File: config.mk
export PLATFORM = sky130hd
export DESIGN_NAME = beam_scan_ctrl_flat
export DESIGN_NICKNAME = d
export VERILOG_FILES = /design/src/rtl/beam_scan_ctrl_pkg.sv /design/src/rtl/beam_scan_ctrl_if.sv /design/src/rtl/beam_scan_ctrl_lr_strobe_sync.sv /design/src/rtl/beam_scan_ctrl.sv /design/src/flat_wrapper.sv
export SDC_FILE = /design/constraint.sdc
export NUM_CORES = 1
export LEC_CHECK = 0
export BUFFER_PORTS_ARGS = -buffer_cell sky130_fd_sc_hd__buf_2
export CORE_MARGIN = 2
export CORE_UTILIZATION = 53
export CTS_CLUSTER_DIAMETER = 80
export DETAILED_ROUTE_END_ITERATION = 8
export PLACE_DENSITY = 0.73
export SYNTH_ARGS = -nofsm -noshare
export SYNTH_HDL_FRONTEND = slang
export SYNTH_SLANG_ARGS = --single-unit
File: constraint.sdc
create_clock -name clk -period 6.3 [get_ports clk]
set_clock_uncertainty 0.2 [all_clocks]
set_input_delay 1.26 -clock clk [delete_from_list [all_inputs] [get_ports clk]]
set_output_delay 1.26 -clock clk [all_outputs]
set_load 0.005 [all_outputs]
File: src/rtl/beam_scan_ctrl_pkg.sv
// Shared definitions for the beam scan controller: default parameters,
// FSM state type and energy/accumulator width helpers.
// Optional build macro: SQUARE_ENERGY_EN (squared-sample energy instead of |x|).
package beam_scan_pkg;

    localparam int DEF_DATA_W         = 22;
    localparam int DEF_SEL_W          = 5;
    localparam int DEF_NUM_BEAMS      = 32;
    localparam int DEF_WIN_LOG2       = 10;
    localparam int DEF_SETTLE_SAMPLES = 4;

    typedef enum logic [2:0] {
        IDLE    = 3'd0,
        SETTLE  = 3'd1,
        ACCUM   = 3'd2,
        COMPARE = 3'd3,
        FINISH  = 3'd4
    } state_e;

    // Width of one energy term. |x| of a DATA_W signed value fits DATA_W
    // unsigned bits; x^2 peaks at 2^(2*DATA_W-2), which fits 2*DATA_W-1 bits.
    function automatic int energy_w(input int data_w);
`ifdef SQUARE_ENERGY_EN
        return 2 * data_w - 1;
`else
        return data_w;
`endif
    endfunction

    // A window of 2^win_log2 terms can never overflow this width.
    function automatic int acc_w(input int data_w, input int win_log2);
        return energy_w(data_w) + win_log2;
    endfunction

endpackage

File: src/rtl/beam_scan_ctrl_if.sv
// Signal bundle between the beam scan controller and its surroundings:
// frame clock and beamformed sample in, sweep control, steering and results out.
interface beam_scan_ctrl_if
    import beam_scan_pkg::*;
#(
    parameter int DATA_W = DEF_DATA_W,
    parameter int SEL_W  = DEF_SEL_W,
    parameter int ACC_W  = acc_w(DEF_DATA_W, DEF_WIN_LOG2)
);
    logic                     lr_clk;
    logic signed [DATA_W-1:0] sample_in;
    logic                     scan_start;
    logic                     scan_abort;
    logic [SEL_W-1:0]         delay_select;
    logic [SEL_W-1:0]         best_beam;
    logic [ACC_W-1:0]         best_energy;
    logic                     busy;
    logic                     done;

    // Environment side: supplies samples and sweep requests.
    modport master (
        output lr_clk, sample_in, scan_start, scan_abort,
        input  delay_select, best_beam, best_energy, busy, done
    );

    // Controller side.
    modport slave (
        input  lr_clk, sample_in, scan_start, scan_abort,
        output delay_select, best_beam, best_energy, busy, done
    );
endinterface

File: src/rtl/beam_scan_ctrl_lr_strobe_sync.sv
// Brings the asynchronous frame clock into the clk domain and turns each
// rising edge into a single-cycle sample strobe.
module lr_strobe_sync (
    input  logic clk,
    input  logic rst,
    input  logic lr_clk,
    output logic strobe
);
    logic sync1;
    logic sync2;
    logic sync2_prev;

    // Two-flop synchroniser followed by an edge-history flop.
    // NOTE: sequential state uses non-blocking assignments so every flop
    // samples the pre-edge value of its neighbour, giving a true shift chain.
    always_ff @(posedge clk or negedge rst) begin
        if (!rst) begin
            sync1      <= 1'b0;
            sync2      <= 1'b0;
            sync2_prev <= 1'b0;
        end else begin
            sync1      <= lr_clk;
            sync2      <= sync1;
            sync2_prev <= sync2;
        end
    end

    assign strobe = sync2 & ~sync2_prev;
endmodule

File: src/rtl/beam_scan_ctrl.sv
// Closed-loop beam steering controller. Sweeps every steering index, sums
// the energy of the beamformed output over a fixed window per index, then
// parks delay_select on the loudest beam.
// Optional build macro: SQUARE_ENERGY_EN selects squared-sample energy with a
// registered multiplier; otherwise |sample| is used and no multiplier exists.
module beam_scan_ctrl
    import beam_scan_pkg::*;
#(
    parameter int DATA_W         = DEF_DATA_W,
    parameter int SEL_W          = DEF_SEL_W,
    parameter int NUM_BEAMS      = DEF_NUM_BEAMS,
    parameter int WIN_LOG2       = DEF_WIN_LOG2,
    parameter int SETTLE_SAMPLES = DEF_SETTLE_SAMPLES
) (
    input  logic              clk,
    input  logic              rst,
    beam_scan_ctrl_if.slave   bus
);
    localparam int E_W   = energy_w(DATA_W);
    localparam int ACC_W = acc_w(DATA_W, WIN_LOG2);
    localparam int SC_W  = (SETTLE_SAMPLES > 1) ? $clog2(SETTLE_SAMPLES) : 1;

    localparam logic [SEL_W-1:0] LAST_BEAM   = SEL_W'(NUM_BEAMS - 1);
    localparam logic [SC_W-1:0]  SETTLE_LAST = SC_W'(SETTLE_SAMPLES - 1);

    state_e                   state;
    logic [SEL_W-1:0]         beam_idx;
    logic [SEL_W-1:0]         cand;
    logic [SEL_W-1:0]         best_beam;
    logic [SC_W-1:0]          settle_cnt;
    logic [WIN_LOG2:0]        win_cnt;
    logic [ACC_W-1:0]         acc;
    logic [ACC_W-1:0]         best_acc;
    logic [ACC_W-1:0]         best_energy;
    logic                     done;

    logic                     strobe;
    logic                     smp_vld;
    logic signed [DATA_W-1:0] sample_q;
    logic [DATA_W-1:0]        mag;
    logic [E_W-1:0]           term;
    logic                     win_full;
    logic                     accept;
    logic                     add_en;
    logic                     pend;

    lr_strobe_sync u_strobe (
        .clk    (clk),
        .rst    (rst),
        .lr_clk (bus.lr_clk),
        .strobe (strobe)
    );

    // Capture the sample on its strobe; smp_vld marks the cycle it is usable.
    always_ff @(posedge clk or negedge rst) begin
        if (!rst) begin
            sample_q <= '0;
            smp_vld  <= 1'b0;
        end else begin
            smp_vld <= strobe;
            if (strobe) sample_q <= bus.sample_in;
        end
    end

    // Magnitude; the most negative code maps to 2^(DATA_W-1) as unsigned.
    // NOTE: every always_comb output gets a value on every path so no latch
    // is inferred.
    always_comb begin
        mag = $unsigned(sample_q);
        if (sample_q[DATA_W-1]) mag = $unsigned(-sample_q);
    end

    assign win_full = win_cnt[WIN_LOG2];
    assign accept   = (state == ACCUM) && smp_vld && !win_full;

`ifdef SQUARE_ENERGY_EN
    logic [E_W-1:0] sq;
    logic [E_W-1:0] term_q;
    logic           accept_q;

    // Square of the magnitude; the peak value fits E_W bits exactly.
    always_comb sq = E_W'(mag) * E_W'(mag);

    // Register the product so the adder sees it one cycle after acceptance.
    always_ff @(posedge clk or negedge rst) begin
        if (!rst) begin
            term_q   <= '0;
            accept_q <= 1'b0;
        end else begin
            accept_q <= accept;
            if (accept) term_q <= sq;
        end
    end

    assign term   = term_q;
    assign add_en = accept_q;
    assign pend   = accept_q;
`else
    assign term   = mag;
    assign add_en = accept;
    assign pend   = 1'b0;
`endif

    // Sweep sequencer, window accumulator and best-beam tracking.
    always_ff @(posedge clk or negedge rst) begin
        if (!rst) begin
            state       <= IDLE;
            beam_idx    <= '0;
            cand        <= '0;
            best_beam   <= '0;
            settle_cnt  <= '0;
            win_cnt     <= '0;
            acc         <= '0;
            best_acc    <= '0;
            best_energy <= '0;
            done        <= 1'b0;
        end else begin
            done <= 1'b0;
            if (add_en) acc <= acc + ACC_W'(term);

            if (state != IDLE && bus.scan_abort) begin
                state <= IDLE;
            end else begin
                case (state)
                    IDLE: begin
                        if (bus.scan_start) begin
                            beam_idx   <= '0;
                            settle_cnt <= '0;
                            state      <= SETTLE;
                        end
                    end
                    SETTLE: begin
                        // Delay line is refilling; these samples are discarded.
                        if (smp_vld) begin
                            if (settle_cnt == SETTLE_LAST) begin
                                settle_cnt <= '0;
                                win_cnt    <= '0;
                                acc        <= '0;
                                state      <= ACCUM;
                            end else begin
                                settle_cnt <= settle_cnt + 1'b1;
                            end
                        end
                    end
                    ACCUM: begin
                        if (accept) win_cnt <= win_cnt + 1'b1;
                        // Leave only once the last term has landed in acc.
                        if (win_full && !pend) state <= COMPARE;
                    end
                    COMPARE: begin
                        // Strictly greater keeps the lower index on ties.
                        if (beam_idx == '0 || acc > best_acc) begin
                            best_acc <= acc;
                            cand     <= beam_idx;
                        end
                        if (beam_idx == LAST_BEAM) begin
                            state <= FINISH;
                        end else begin
                            beam_idx   <= beam_idx + 1'b1;
                            settle_cnt <= '0;
                            state      <= SETTLE;
                        end
                    end
                    FINISH: begin
                        best_beam   <= cand;
                        best_energy <= best_acc;
                        done        <= 1'b1;
                        state       <= IDLE;
                    end
                    default: state <= IDLE;
                endcase
            end
        end
    end

    assign bus.delay_select = (state == IDLE) ? best_beam : beam_idx;
    assign bus.best_beam    = best_beam;
    assign bus.best_energy  = best_energy;
    assign bus.busy         = (state != IDLE);
    assign bus.done         = done;
endmodule
File: src/flat_wrapper.sv
// flat-port wrapper written by rule: the top's interface ports become plain ports
module beam_scan_ctrl_flat import beam_scan_pkg::*;
#(
    parameter int DATA_W         = DEF_DATA_W,
    parameter int SEL_W          = DEF_SEL_W,
    parameter int NUM_BEAMS      = DEF_NUM_BEAMS,
    parameter int WIN_LOG2       = DEF_WIN_LOG2,
    parameter int SETTLE_SAMPLES = DEF_SETTLE_SAMPLES
)
  (clk, rst, bus_lr_clk, bus_sample_in, bus_scan_start, bus_scan_abort, bus_delay_select, bus_best_beam, bus_best_energy, bus_busy, bus_done);
  beam_scan_ctrl_if #(.DATA_W(DATA_W), .SEL_W(SEL_W)) bus_i ();
  input  logic clk;
  input  logic rst;
  input wire logic [$bits(bus_i.lr_clk)-1:0] bus_lr_clk;
  input wire logic [$bits(bus_i.sample_in)-1:0] bus_sample_in;
  input wire logic [$bits(bus_i.scan_start)-1:0] bus_scan_start;
  input wire logic [$bits(bus_i.scan_abort)-1:0] bus_scan_abort;
  output wire logic [$bits(bus_i.delay_select)-1:0] bus_delay_select;
  output wire logic [$bits(bus_i.best_beam)-1:0] bus_best_beam;
  output wire logic [$bits(bus_i.best_energy)-1:0] bus_best_energy;
  output wire logic [$bits(bus_i.busy)-1:0] bus_busy;
  output wire logic [$bits(bus_i.done)-1:0] bus_done;
  assign bus_i.lr_clk = bus_lr_clk;
  assign bus_i.sample_in = bus_sample_in;
  assign bus_i.scan_start = bus_scan_start;
  assign bus_i.scan_abort = bus_scan_abort;
  assign bus_delay_select = bus_i.delay_select;
  assign bus_best_beam = bus_i.best_beam;
  assign bus_best_energy = bus_i.best_energy;
  assign bus_busy = bus_i.busy;
  assign bus_done = bus_i.done;
  beam_scan_ctrl #(.DATA_W(DATA_W), .SEL_W(SEL_W), .NUM_BEAMS(NUM_BEAMS), .WIN_LOG2(WIN_LOG2), .SETTLE_SAMPLES(SETTLE_SAMPLES)) u_core (.clk(clk), .rst(rst), .bus(bus_i));
endmodule
==> summary.txt, run 1 <==
Outcome
  • Status: finished clean

Hold path
  • HP Class: register to register
  • Hold Path Depth: 0
  • Worst hold start: u_core.u_strobe.sync1
  • Worst min-delay path endpoint: u_core.u_strobe.sync2

Clock tree
  • PostCTS Resize Cnt: 0
  • H-tree depth: 4
  • Root cell of the clock tree: clkbuf_16
  • Hold buffer count at cts: 0
  • Clock sink count: 154
  • Number of CTS-inserted buffers: 17
  • Clk slew on worst S/H paths: 0.07 ns
  • Skew-Pair Late Insertion Delay: 0.43 ns
  • TritonCTS clock tree: yes
  • CTS max path bufs: 2
  • Setup repair bufs after CTS: 0

Route
  • Antenna viol nets, final: 0
  • Vias: 6,244
  • First-pass detailed-route iteration total: 6
  • Routed wire length: 17.37 mm
  • DR vias/cell: 5.590
  • WL/cell: 15.55 um
  • Initial drt markers: 384
  • Number of remaining DRC errors: 0

Finish
  • Multi-input gate area: 0.004427 sq mm
  • Share of cells above drive strength 1: 22.97%
  • Final net count: 979
  • Final core occ: 61.89%
  • Layout filler cell count: 1,326
  • Area Overhead vs Synth: 14.29%
  • Register Area: 0.003854 sq mm
  • Antenna diodes: 0

Placed design
  • Routability Congestion: 0.8706
  • Port bufs: 70
  • Post-DP HPWL: 12.45 mm

Floorplan
  • Initial Util: 54.15%
  • Area of the die: 0.01720 sq mm
  • Die Y: 131.2 um
  • Cell Rows: 46
  • IO Count: 71
  • Core area: 0.01583 sq mm
  • Die extent in x: 131.2 um

Setup path
  • R2R Setup Slk: 1.86 ns
  • Worst Path Arrival: 4.59 ns
  • Kind of critical path: register to register
  • Worst R2R Path Depth: 14
  • Critical Path Fanout Max: 9
  • Capture point of the worst reg-to-reg path: u_core.acc[25]
  • WP data required: 6.45 ns
  • Startpoint class of the critical path: register
  • Reg-to-Reg Start: u_core.sample_q[11]
  • Critical Path Sink Type: register

Yosys
  • Ys async rst share: 100.0%
  • Syn Area/Cell: 10.44 sq um
  • Mapped Cells: 821
  • Post-synth EDFFs: 0
  • Synth unique cells: 60
  • Yosys reg bits: 154
  • Top cell type by total area after synthesis: dfrtp_1
  • Seq/Total Area, Yosys: 44.96%
  • Synth Area in Adders: 9.431%
  • Compound-Gate Fraction of Synth Area: 11.39%
  • Most used DFF post-synth: dfrtp_1
  • Multiplexer share of the synthesized area: 13.02%
  • Simple-Gate Fraction of Synth Area: 13.20%
  • Cells taking the most area after synthesis: dfrtp_1 45%, mux2_2 12%, ha_1 9.2%
  • Share of the synthesized area in the top cell type: 44.96%
  • Mapped Area: 0.008571 sq mm
  • Largest family of logic cells by synthesized area: simple AND/OR/NAND/NOR gates
  • Synth Area in XOR/XNOR: 4.394%
  • Ys Warns: 0
  • Post-Syn Nets: 912

STA
  • Fin. max-slew vios: 0
  • Hold Violations, Final: 0
  • TNS Setup: 0 ns
  • Final worst path period share: 70.52%
  • RSZ-0062 raised after global routing: no
  • Peak Freq: 0.2251 GHz
  • Final setup viols: 0
  • Slew @ Worst Pin: 1.189 ns
  • Minimum clock period: 4.443 ns
  • Hold slack final: 0.1490 ns
  • Relative slew slack: 18.69%

Global route
  • Antenna violations before repair: 0
  • Gr ovfl total: 0
  • Gr usage total: 21.24%
  • Vias in the first global route: 6,155
  • First-pass GRT wire length: 29.88 mm
  • Largest net degree at the start of global routing: 99

Power
  • Pwr per Cell Area: 348.2 mW/mm^2
  • Maximum vdd drop: 228.6 uV
  • Total power draw: 3.411 mW
  • Leak pwr: 4.758 nW

Run
  • Number of max-cap violations: 0
per-stage QoR:
stage | instance area (sq um) | setup WS, ns | cells
final | 9796 | 1.857 | 1117
after global routing | 9796 | 1.464 | 1117
after CTS | 9796 | 1.841 | 1117
after detailed placement | 9136 | 1.868 | 1085
after global placement | 9136 | 2.025 | 1085
after floorplan | 8571 | 2.321 | 821
cell families (layout without fill, tap and decap cells):
| family | Yosys count | after routing |
|---|---|---|
| AO/OA/AOI/OAI | 160 | 160 |
| XOR/XNOR | 43 | 43 |
| adder cells (fa/ha/maj) | 64 | 64 |
| buffers and inverters | 78 | 158 |
| flip-flops | 154 | 154 |
| multiplexers | 100 | 100 |
| AND/OR/NAND/NOR | 222 | 222 |
worst max-delay path: stages (launching register included):
cell and delay, ns:
dfrtp_1 0.42, or4_1 0.60, or4_1 0.45, nor2_1 0.14, nand3_1 0.13, o31ai_1 0.31, xnor2_1 0.20, ha_1 0.31
o21a_1 0.19, o21ai_0 0.14, a31oi_1 0.06, or3_1 0.34, a21oi_1 0.47, nand2b_1 0.20, mux2i_1 0.18
state kept, by name, indices dropped and copies added (netlist names):
| register | count |
|---|---|
| u_core.acc | 32 |
| u_core.beam_idx | 5 |
| u_core.best_acc | 32 |
| u_core.bus.best_beam | 5 |
| u_core.bus.best_energy | 32 |
| u_core.bus.done | 1 |
| u_core.cand | 5 |
| u_core.sample_q | 22 |
| u_core.settle_cnt | 2 |
| u_core.smp_vld | 1 |
| u_core.state | 3 |
| u_core.u_strobe.sync1 | 1 |
| u_core.u_strobe.sync2 | 1 |
| u_core.u_strobe.sync2_prev | 1 |
| u_core.win_cnt | 11 |
routing by layer:
| metal | share of wire [%] | track usage (%) |
|---|---|---|
| met1 | 49 | 29.50 |
| met3 | 3.3 | 3.742 |
| met4 | 1.4 | 7.186 |
| met5 | 0 | 0 |
| met2 | 46 | 33.89 |
cell usage in the layout, fill, tap and decap left out, types with 11 or more instances in the layout:
master / count
xnor2_1: 27
nand4_1: 12
buf_2: 69
nand2_1: 66
nor3_1: 13
a21oi_1: 52
nor2_1: 39
ha_1: 63
or3_1: 11
dfrtp_1: 154
clkbuf_16: 17
o21ai_0: 44
inv_1: 51
xor2_1: 16
mux2_2: 92
o31ai_1: 12
a21o_1: 11
nand3_1: 22
report_power, final:
group          internal [mW]  total, mW  switching [mW]
combinational          0.451       1.04           0.588
sequential              1.09       1.23           0.138
clock                  0.718       1.14           0.422
total                   2.26       3.41            1.15
cell type report:
type                    count  share of cell area (%)
multi-input cells         589                   45.19
flip-flops and latches    154                   39.34
clock buffers              19                   4.522
repair buffers             75                   4.024
well taps                 216                   2.759
clock inverters            13                   2.210
inverters                  51                   1.954
Yosys cell counts, types with 3 or more instances:
| master | instances |
|---|---|
| mux2i_1 | 8 |
| nor4_1 | 6 |
| xnor2_1 | 27 |
| o21bai_1 | 3 |
| nor3_1 | 14 |
| nand2b_1 | 9 |
| o41ai_1 | 3 |
| ha_1 | 63 |
| mux2_2 | 92 |
| buf_2 | 4 |
| nor2_1 | 39 |
| dfrtp_1 | 154 |
| nand3_1 | 23 |
| and2_1 | 6 |
| inv_1 | 51 |
| xor2_1 | 16 |
| nand2_1 | 66 |
| o21a_1 | 3 |
| a21o_1 | 11 |
| a21oi_1 | 52 |
| a31oi_1 | 9 |
| clkbuf_1 | 19 |
| or3_1 | 11 |
| and3_1 | 8 |
| a211o_1 | 3 |
| o31ai_1 | 12 |
| or4_1 | 5 |
| nor2b_1 | 8 |
| o21ai_0 | 44 |
| nand4_1 | 12 |
how the worst max path moves through the flow:
stage / from / to / slack [ns] / cells past startpoint
floorplan: u_core.sample_q[11] / u_core.acc[25] / 2.32 / 14
global placement: u_core.sample_q[11] / u_core.acc[25] / 2.02 / 14
detailed placement: u_core.sample_q[11] / u_core.acc[25] / 1.87 / 14
CTS: u_core.sample_q[11] / u_core.acc[25] / 1.84 / 14
global route: u_core.sample_q[11] / u_core.acc[25] / 1.46 / 14
finish: u_core.sample_q[11] / u_core.acc[25] / 1.86 / 14
Power figures use the tool's default switching activity.
==> inputs of run 2 (changes only) <==
--- a/config.mk
+++ b/config.mk
@@ -5,12 +5,13 @@
 export SDC_FILE = /design/constraint.sdc
 export NUM_CORES = 1
 export LEC_CHECK = 0
+export ABC_AREA = 1
 export BUFFER_PORTS_ARGS = -buffer_cell sky130_fd_sc_hd__buf_2
 export CORE_MARGIN = 2
 export CORE_UTILIZATION = 53
 export CTS_CLUSTER_DIAMETER = 80
 export DETAILED_ROUTE_END_ITERATION = 8
-export PLACE_DENSITY = 0.73
+export PLACE_DENSITY = 0.76
 export SYNTH_ARGS = -nofsm -noshare
 export SYNTH_HDL_FRONTEND = slang
 export SYNTH_SLANG_ARGS = --single-unit
==> constraint.sdc (replaced) <==
create_clock -name clk -period 3.95 [get_ports clk]
set_clock_uncertainty 0.2 [all_clocks]
set_input_delay 0.79 -clock clk [delete_from_list [all_inputs] [get_ports clk]]
set_output_delay 0.79 -clock clk [all_outputs]
set_load 0.005 [all_outputs]
==> run 2 against run 1 <==
Net effect:
- via count up 25%
- maximum frequency up 25%
- global-route usage up 2.6 points
- combinational power up 140%
- critical path type unchanged
- die area up 5.0%
- power up 80%
- clock-buffer cell count down 2
- non-clock buffer count up 6
- routed wire length up 17%
- final cell count up 33%
- area after synthesis up 5.2%
==> summary.txt, run 2 <==
Outcome
  • Status: finished clean

Route
  • Initial drt markers: 544
  • Number of remaining DRC errors: 0
  • WL/cell: 13.64 um
  • First-pass detailed-route iteration total: 5
  • Antenna viol nets, final: 0
  • Routed wire length: 20.27 mm
  • DR vias/cell: 5.248
  • Vias: 7,798

STA
  • Final setup viols: 0
  • Relative slew slack: 42.97%
  • Peak Freq: 0.2811 GHz
  • RSZ-0062 raised after global routing: no
  • Hold Violations, Final: 0
  • Fin. max-slew vios: 0
  • Slew @ Worst Pin: 0.8545 ns
  • TNS Setup: 0 ns
  • Hold slack final: 0.1509 ns
  • Minimum clock period: 3.557 ns
  • Final worst path period share: 90.05%

Global route
  • Largest net degree at the start of global routing: 86
  • Vias in the first global route: 7,311
  • Antenna violations before repair: 0
  • First-pass GRT wire length: 34.82 mm
  • Gr usage total: 23.79%
  • Gr ovfl total: 0

Yosys
  • Top cell type by total area after synthesis: dfrtp_1
  • Simple-Gate Fraction of Synth Area: 25.97%
  • Most frequent cell after synthesis: nand2_1
  • Mapped Area: 0.009017 sq mm
  • Most used DFF post-synth: dfrtp_1
  • Synth Area in Adders: 8.964%
  • Post-Syn Nets: 1,276
  • Seq/Total Area, Yosys: 42.74%
  • Top cells by count, synth: 330 x nand2_1, 154 x dfrtp_1, 153 x inv_1
  • Ys Warns: 0
  • Synth unique cells: 40
  • Largest family of logic cells by synthesized area: simple AND/OR/NAND/NOR gates
  • Syn Area/Cell: 7.610 sq um
  • Synth Area in XOR/XNOR: 2.234%
  • Ys async rst share: 100.0%
  • Multiplexer share of the synthesized area: 0%
  • Post-synth EDFFs: 0
  • Compound-Gate Fraction of Synth Area: 11.99%
  • Share of the synthesized area in the top cell type: 42.74%
  • Cells taking the most area after synthesis: dfrtp_1 43%, nand2_1 14%, ha_1 8.7%
  • Mapped Cells: 1,185
  • Yosys reg bits: 154

Finish
  • Antenna diodes: 0
  • Final net count: 1,344
  • Largest regs: u_core.acc x32, u_core.best_acc x32, u_core.bus.best_energy x32
  • Area Overhead vs Synth: 12.78%
  • Most common cell after layout, fill and taps aside: nand2_1
  • Most frequent cells in the layout: 330 x nand2_1, 154 x dfrtp_1, 153 x inv_1
  • Share of cells above drive strength 1: 10.82%
  • Final core occ: 61.32%
  • Design Area, Final: 0.01017 sq mm

Floorplan
  • IO Count: 71
  • Core area: 0.01658 sq mm
  • Die extent in x: 134.4 um
  • Cell Rows: 47
  • Initial Util: 54.38%
  • Die Y: 134.4 um
  • Area of the die: 0.01807 sq mm

Setup path
  • Critical Path Fanout Max: 5
  • CP dominant cell by count: nand2_1
  • WP data required: 4.07 ns
  • Worst path depth: 18
  • Crit-path cells: inv_1, nand3_1, nor3_1, nand4_1, nor3_1, nand2_1, nand2_1, xor2_1, ha_1, nand2_1, o21ai_0, a21oi_1, nand3_1, nand2_1, inv_1, o21ai_0, nand2_1, inv_1
  • CP max stage delay: 0.39 ns
  • Startpoint class of the critical path: register
  • Critical Path Sink Type: register
  • Top delay family on crit path: simple AND/OR/NAND/NOR gates
  • Worst R2R Path Depth: 18
  • Slowest-stage cell, CP: dfrtp_1
  • Worst Path Arrival: 3.68 ns
  • Worst path buffer plus inverter count: 3
  • Kind of critical path: register to register

Clock tree
  • Clk slew on worst S/H paths: 0.07 ns
  • H-tree depth: 4
  • Root cell of the clock tree: clkbuf_16
  • CTS max path bufs: 2
  • TritonCTS clock tree: yes
  • Skew-Pair Late Insertion Delay: 0.43 ns
  • Number of CTS-inserted buffers: 17
  • Clock sink count: 154

Placed design
  • Dpl cell area: 0.009620 sq mm
  • Post-DP HPWL: 14.93 mm
  • Routability Congestion: 0.9059
  • Port bufs: 70

Hold path
  • HP Class: register to register
  • Hold Path Depth: 0

Power
  • Switching portion of total power: 42.65%
  • NetSw: 2.616 mW
  • Leak pwr: 5.417 nW
  • Maximum vdd drop: 373.9 uV
  • Logic pwr share: 41.1%
  • Pwr per Cell Area: 603.1 mW/mm^2
  • Total power draw: 6.133 mW
  • Internal: 3.517 mW
  • Sequential share of power: 34.2%
  • Clk network pwr share: 24.7%

Run
  • Number of max-cap violations: 0
[run 2: cell types whose count changed after synthesis, moves of 23 or more]
| cell | previous run | this run |
|---|---|---|
| inv_1 | 51 | 153 |
| mux2_2 | 92 | 0 |
| nand2_1 | 66 | 330 |
| nand3_1 | 23 | 100 |
| nor2_1 | 39 | 74 |
| o21ai_0 | 44 | 112 |
| xnor2_1 | 27 | 4 |
[run 2: worst paths after layout]
path,slack [ns],end,from
max in group asynchronous,2.56,u_core.best_acc[21],rst
min in group asynchronous,0.19,u_core.win_cnt[4],rst
setup / recovery,0.39,u_core.acc[19],u_core.sample_q[2]
setup reg to reg,0.39,u_core.acc[19],u_core.sample_q[2]
hold reg to reg,0.15,u_core.u_strobe.sync2,u_core.u_strobe.sync1
hold / removal,0.15,u_core.u_strobe.sync2,u_core.u_strobe.sync1
[run 2: area by class of cell]
cell class | count | area (sq um)
fillers | 1519 | 6414
multi-input cells | 842 | 4446
flip-flops and latches | 154 | 3854
inverters | 157 | 589.3
repair buffers | 81 | 464.2
clock buffers | 17 | 425.4
well taps | 220 | 275.3
clock inverters | 15 | 116.4
[run 2: cells by family after synthesis]
group           Yosys count
simple gates            551
compound gates          204
buf+inv                 189
flops                   154
fa+ha+maj                64
xor+xnor                 23
[run 2: metrics by stage]
stage | std cells | worst slack, ns
after floorplan | 1185 | 0.9097
after global placement | 1453 | 0.4069
after detailed placement | 1453 | 0.3692
after CTS | 1485 | 0.3432
after global routing | 1486 | 0.03399
final | 1486 | 0.3928
[run 2: power by group through the flow]
stage	Combinational, mW	Sequential (mW)	Clock, mW
after global routing	2.94	2.13	1.61
final	2.52	2.10	1.52
after floorplan	1.92	2.02	0
after CTS	2.53	2.09	1.53
after detailed placement	2.50	2.11	0
after global placement	2.46	2.11	0
[run 2: routing by layer]
layer | up-vias | GRT usage [%] | wire length (um)
li1 | 3981 | - | -
met1 | 3643 | 34.11 | 10070
met2 | 146 | 37.47 | 9129
met3 | 28 | 3.628 | 720
met4 | 0 | 7.310 | 345
met5 | - | 0 | 0
[run 2: what timing repair did]
item	4_1_cts	5_1_grt
hold buffers	0	0
buffers inserted	0	1
gates resized for setup	0	1
endpoints found under the setup margin	0	8
[run 2: worst reg2reg max path, stage by stage, from the launching register on]
cell     delay [ns]
dfrtp_1        0.39
inv_1          0.11
nand3_1        0.11
nor3_1         0.27
nand4_1        0.20
nor3_1         0.39
nand2_1        0.12
nand2_1        0.09
xor2_1         0.07
ha_1           0.36
nand2_1        0.15
o21ai_0        0.40
a21oi_1        0.08
nand3_1        0.17
nand2_1        0.07
inv_1          0.06
o21ai_0        0.07
nand2_1        0.10
inv_1          0.04
==> inputs of run 3 (changes only) <==
--- a/config.mk
+++ b/config.mk
@@ -8,10 +8,10 @@
 export ABC_AREA = 1
 export BUFFER_PORTS_ARGS = -buffer_cell sky130_fd_sc_hd__buf_2
 export CORE_MARGIN = 2
-export CORE_UTILIZATION = 53
+export CORE_UTILIZATION = 41
 export CTS_CLUSTER_DIAMETER = 80
 export DETAILED_ROUTE_END_ITERATION = 8
-export PLACE_DENSITY = 0.76
+export PLACE_DENSITY = 0.61
 export SYNTH_ARGS = -nofsm -noshare
 export SYNTH_HDL_FRONTEND = slang
 export SYNTH_SLANG_ARGS = --single-unit
==> run 3 against run 2 <==
Net effect:
- clock-buffer cell count increased by 4
- power up 2.1%
- final area is 1.5% higher
- non-clock buffer count is 1 higher
- core utilization is 14 points lower
- combinational power barely moved
- final cell count increased by 4.1%
- critical path depth fell by 3
- sequential share of layout area decreased by 0.55 points
- largest power group unchanged
- highest routed layer unchanged
==> summary.txt, run 3 (synthesis gave the netlist of run 2 again) <==
Route
  • DR vias/cell: 4.899
  • Number of remaining DRC errors: 0
  • First-pass detailed-route iteration total: 7
  • Routed wire length: 20.54 mm
  • DR top layer: met4
  • Metal2 WL: 8.748 mm
  • Metal-1 WL: 10.77 mm
  • Vias: 7,578
  • Antenna viol nets, final: 0
  • Met3 routed WL: 831 um
  • Initial drt markers: 431
  • WL/cell: 13.28 um

STA
  • RSZ-0062 raised after global routing: no
  • Peak Freq: 0.2839 GHz
  • Final worst path period share: 89.18%
  • Slew @ Worst Pin: 0.8662 ns
  • Relative slew slack: 42.19%
  • Fin. max-slew vios: 0
  • Final setup viols: 0
  • TNS Setup: 0 ns
  • Hold Violations, Final: 0
  • Minimum clock period: 3.523 ns

Setup path
  • Worst path buffer plus inverter count: 1
  • Critical Path Sink Type: register
  • Reg-to-Reg Start: u_core.sample_q[0]
  • Worst R2R Path Depth: 15
  • CP dominant cell by count: nand2_1
  • Worst Path Arrival: 3.63 ns
  • Slowest-stage cell, CP: o211ai_1
  • R2R Setup Slk: 0.43 ns
  • Crit-path cells: inv_1, nand3_1, nor3_1, nand4_1, nor3_2, a21oi_1, xor2_1, ha_1, nand2_1, nor2_1, nand2_1, o211ai_1, nand3_1, nand2_1, nor2_1
  • WP data required: 4.05 ns
  • Capture point of the worst reg-to-reg path: u_core.acc[26]
  • CP max stage delay: 0.44 ns
  • Critical Path Fanout Max: 6
  • Startpoint class of the critical path: register
  • Top delay family on crit path: simple AND/OR/NAND/NOR gates
  • Kind of critical path: register to register

Global route
  • Gr ovfl total: 0
  • Antenna violations before repair: 0
  • Vias in the first global route: 7,016
  • First-pass GRT wire length: 35.00 mm
  • Gr usage total: 18.18%
  • Largest net degree at the start of global routing: 68

Placed design
  • Routability Congestion: 0.8446
  • Post-DP HPWL: 15.21 mm
  • Dpl cells: 1,515
  • Dpl cell area: 0.009698 sq mm
  • Port bufs: 70

Finish
  • Design Area, Final: 0.01032 sq mm
  • Layout filler cell count: 2,200
  • Share of cells above drive strength 1: 11.05%
  • Antenna diodes: 0
  • Most common cell after layout, fill and taps aside: nand2_1
  • Area Overhead vs Synth: 14.43%
  • Most frequent cells in the layout: 330 x nand2_1, 154 x dfrtp_1, 153 x inv_1
  • Largest regs: u_core.acc x32, u_core.best_acc x32, u_core.bus.best_energy x32
  • Finished Layout Cells: 1,547
  • Final net count: 1,345

Outcome
  • Status: finished clean

Power
  • Maximum vdd drop: 280.5 uV
  • Leak pwr: 5.452 nW
  • Pwr per Cell Area: 607.1 mW/mm^2

Floorplan
  • Die Y: 152.3 um
  • IO Count: 71
  • Core area: 0.02169 sq mm
  • Area of the die: 0.02320 sq mm
  • Cell Rows: 54
  • Die extent in x: 152.3 um
  • Initial Util: 41.58%

Hold path
  • HP Class: input pin to asynchronous set/reset pin

Clock tree
  • Clk slew on worst S/H paths: 0.06 ns
  • Skew-Pair Late Insertion Delay: 0.42 ns
  • TritonCTS clock tree: yes
  • Setup repair bufs after CTS: 0
  • Root cell of the clock tree: clkbuf_16
  • H-tree depth: 4
  • Clock sink count: 154
  • CTS max path bufs: 2
  • Number of CTS-inserted buffers: 17

Run
  • Number of max-cap violations: 0
==> run 3: changes by cell type in the layout (fill, tap and decap cells not counted), moves of 3 or more <==
| cell | before | now |
|---|---|---|
| clkinvlp_4 | 4 | 1 |
| clkbuf_8 | 0 | 3 |
| clkinv_4 | 1 | 4 |
| clkinv_2 | 4 | 1 |
==> run 3: through the flow <==
stage | hold WS, ns | power, mW | worst slack [ns] | utilization [%]
6_report | 0.1524 | 6.264 | 0.4274 | 47.58
5_1_grt | 0.1589 | 6.833 | 0.04149 | 47.58
3_5_place_dp | 0.1411 | 4.618 | 0.3264 | 44.72
4_1_cts | 0.1568 | 6.317 | 0.2850 | 47.50
2_1_floorplan | 0.1312 | 3.943 | 0.9097 | -
3_3_place_gp | 0.1344 | 4.586 | 0.4047 | 44.72
==> run 3: layout make-up <==
cell class	instances	area, sq um	area share [%]
repair buffers	82	459.2	4.450
multi-input cells	842	4462	43.24
flip-flops and latches	154	3854	37.35
clock inverters	11	133.9	1.297
inverters	157	589.3	5.711
clock buffers	21	470.5	4.559
well taps	280	350.3	3.395
==> run 3: worst max path at each step <==
stage,startpoint,to,depth (start not counted)
5_1_grt,u_core.sample_q[0],u_core.acc[20],20
2_1_floorplan,u_core.sample_q[0],u_core.acc[20],20
3_3_place_gp,u_core.sample_q[0],u_core.acc[19],17
4_1_cts,u_core.sample_q[0],u_core.acc[26],15
3_5_place_dp,u_core.sample_q[0],u_core.acc[22],15
6_report,u_core.sample_q[0],u_core.acc[26],15
==> run 3: report_power, final <==
part | switching, mW | internal (mW) | total [mW]
Clock | 0.676 | 0.991 | 1.67
Combinational | 1.63 | 0.863 | 2.50
Sequential | 0.265 | 1.84 | 2.10
Total | 2.57 | 3.69 | 6.26
==> run 3: per-layer routing <==
layer	vias up	global-route usage, %
li1	3999	-
met1	3399	27.44
met2	160	27.20
met3	20	3.271
met4	0	4.139
met5	-	0
==> run 3: worst reg2reg max path: cells and delay by family, from the launching register on <==
kind / cells / cell delay, ns
AO/OA/AOI/OAI: 2 / 0.56
XOR/XNOR: 1 / 0.16
buffers and inverters: 1 / 0.09
flip-flops: 1 / 0.40
adder cells (fa/ha/maj): 1 / 0.39
AND/OR/NAND/NOR: 10 / 1.60
==> run 3: timing repair <==
| action | in CTS | in global routing |
|---|---|---|
| hold buffers | 0 | 0 |
| setup endpoints to repair | 0 | 10 |
| gates resized for setup | 0 | 4 |
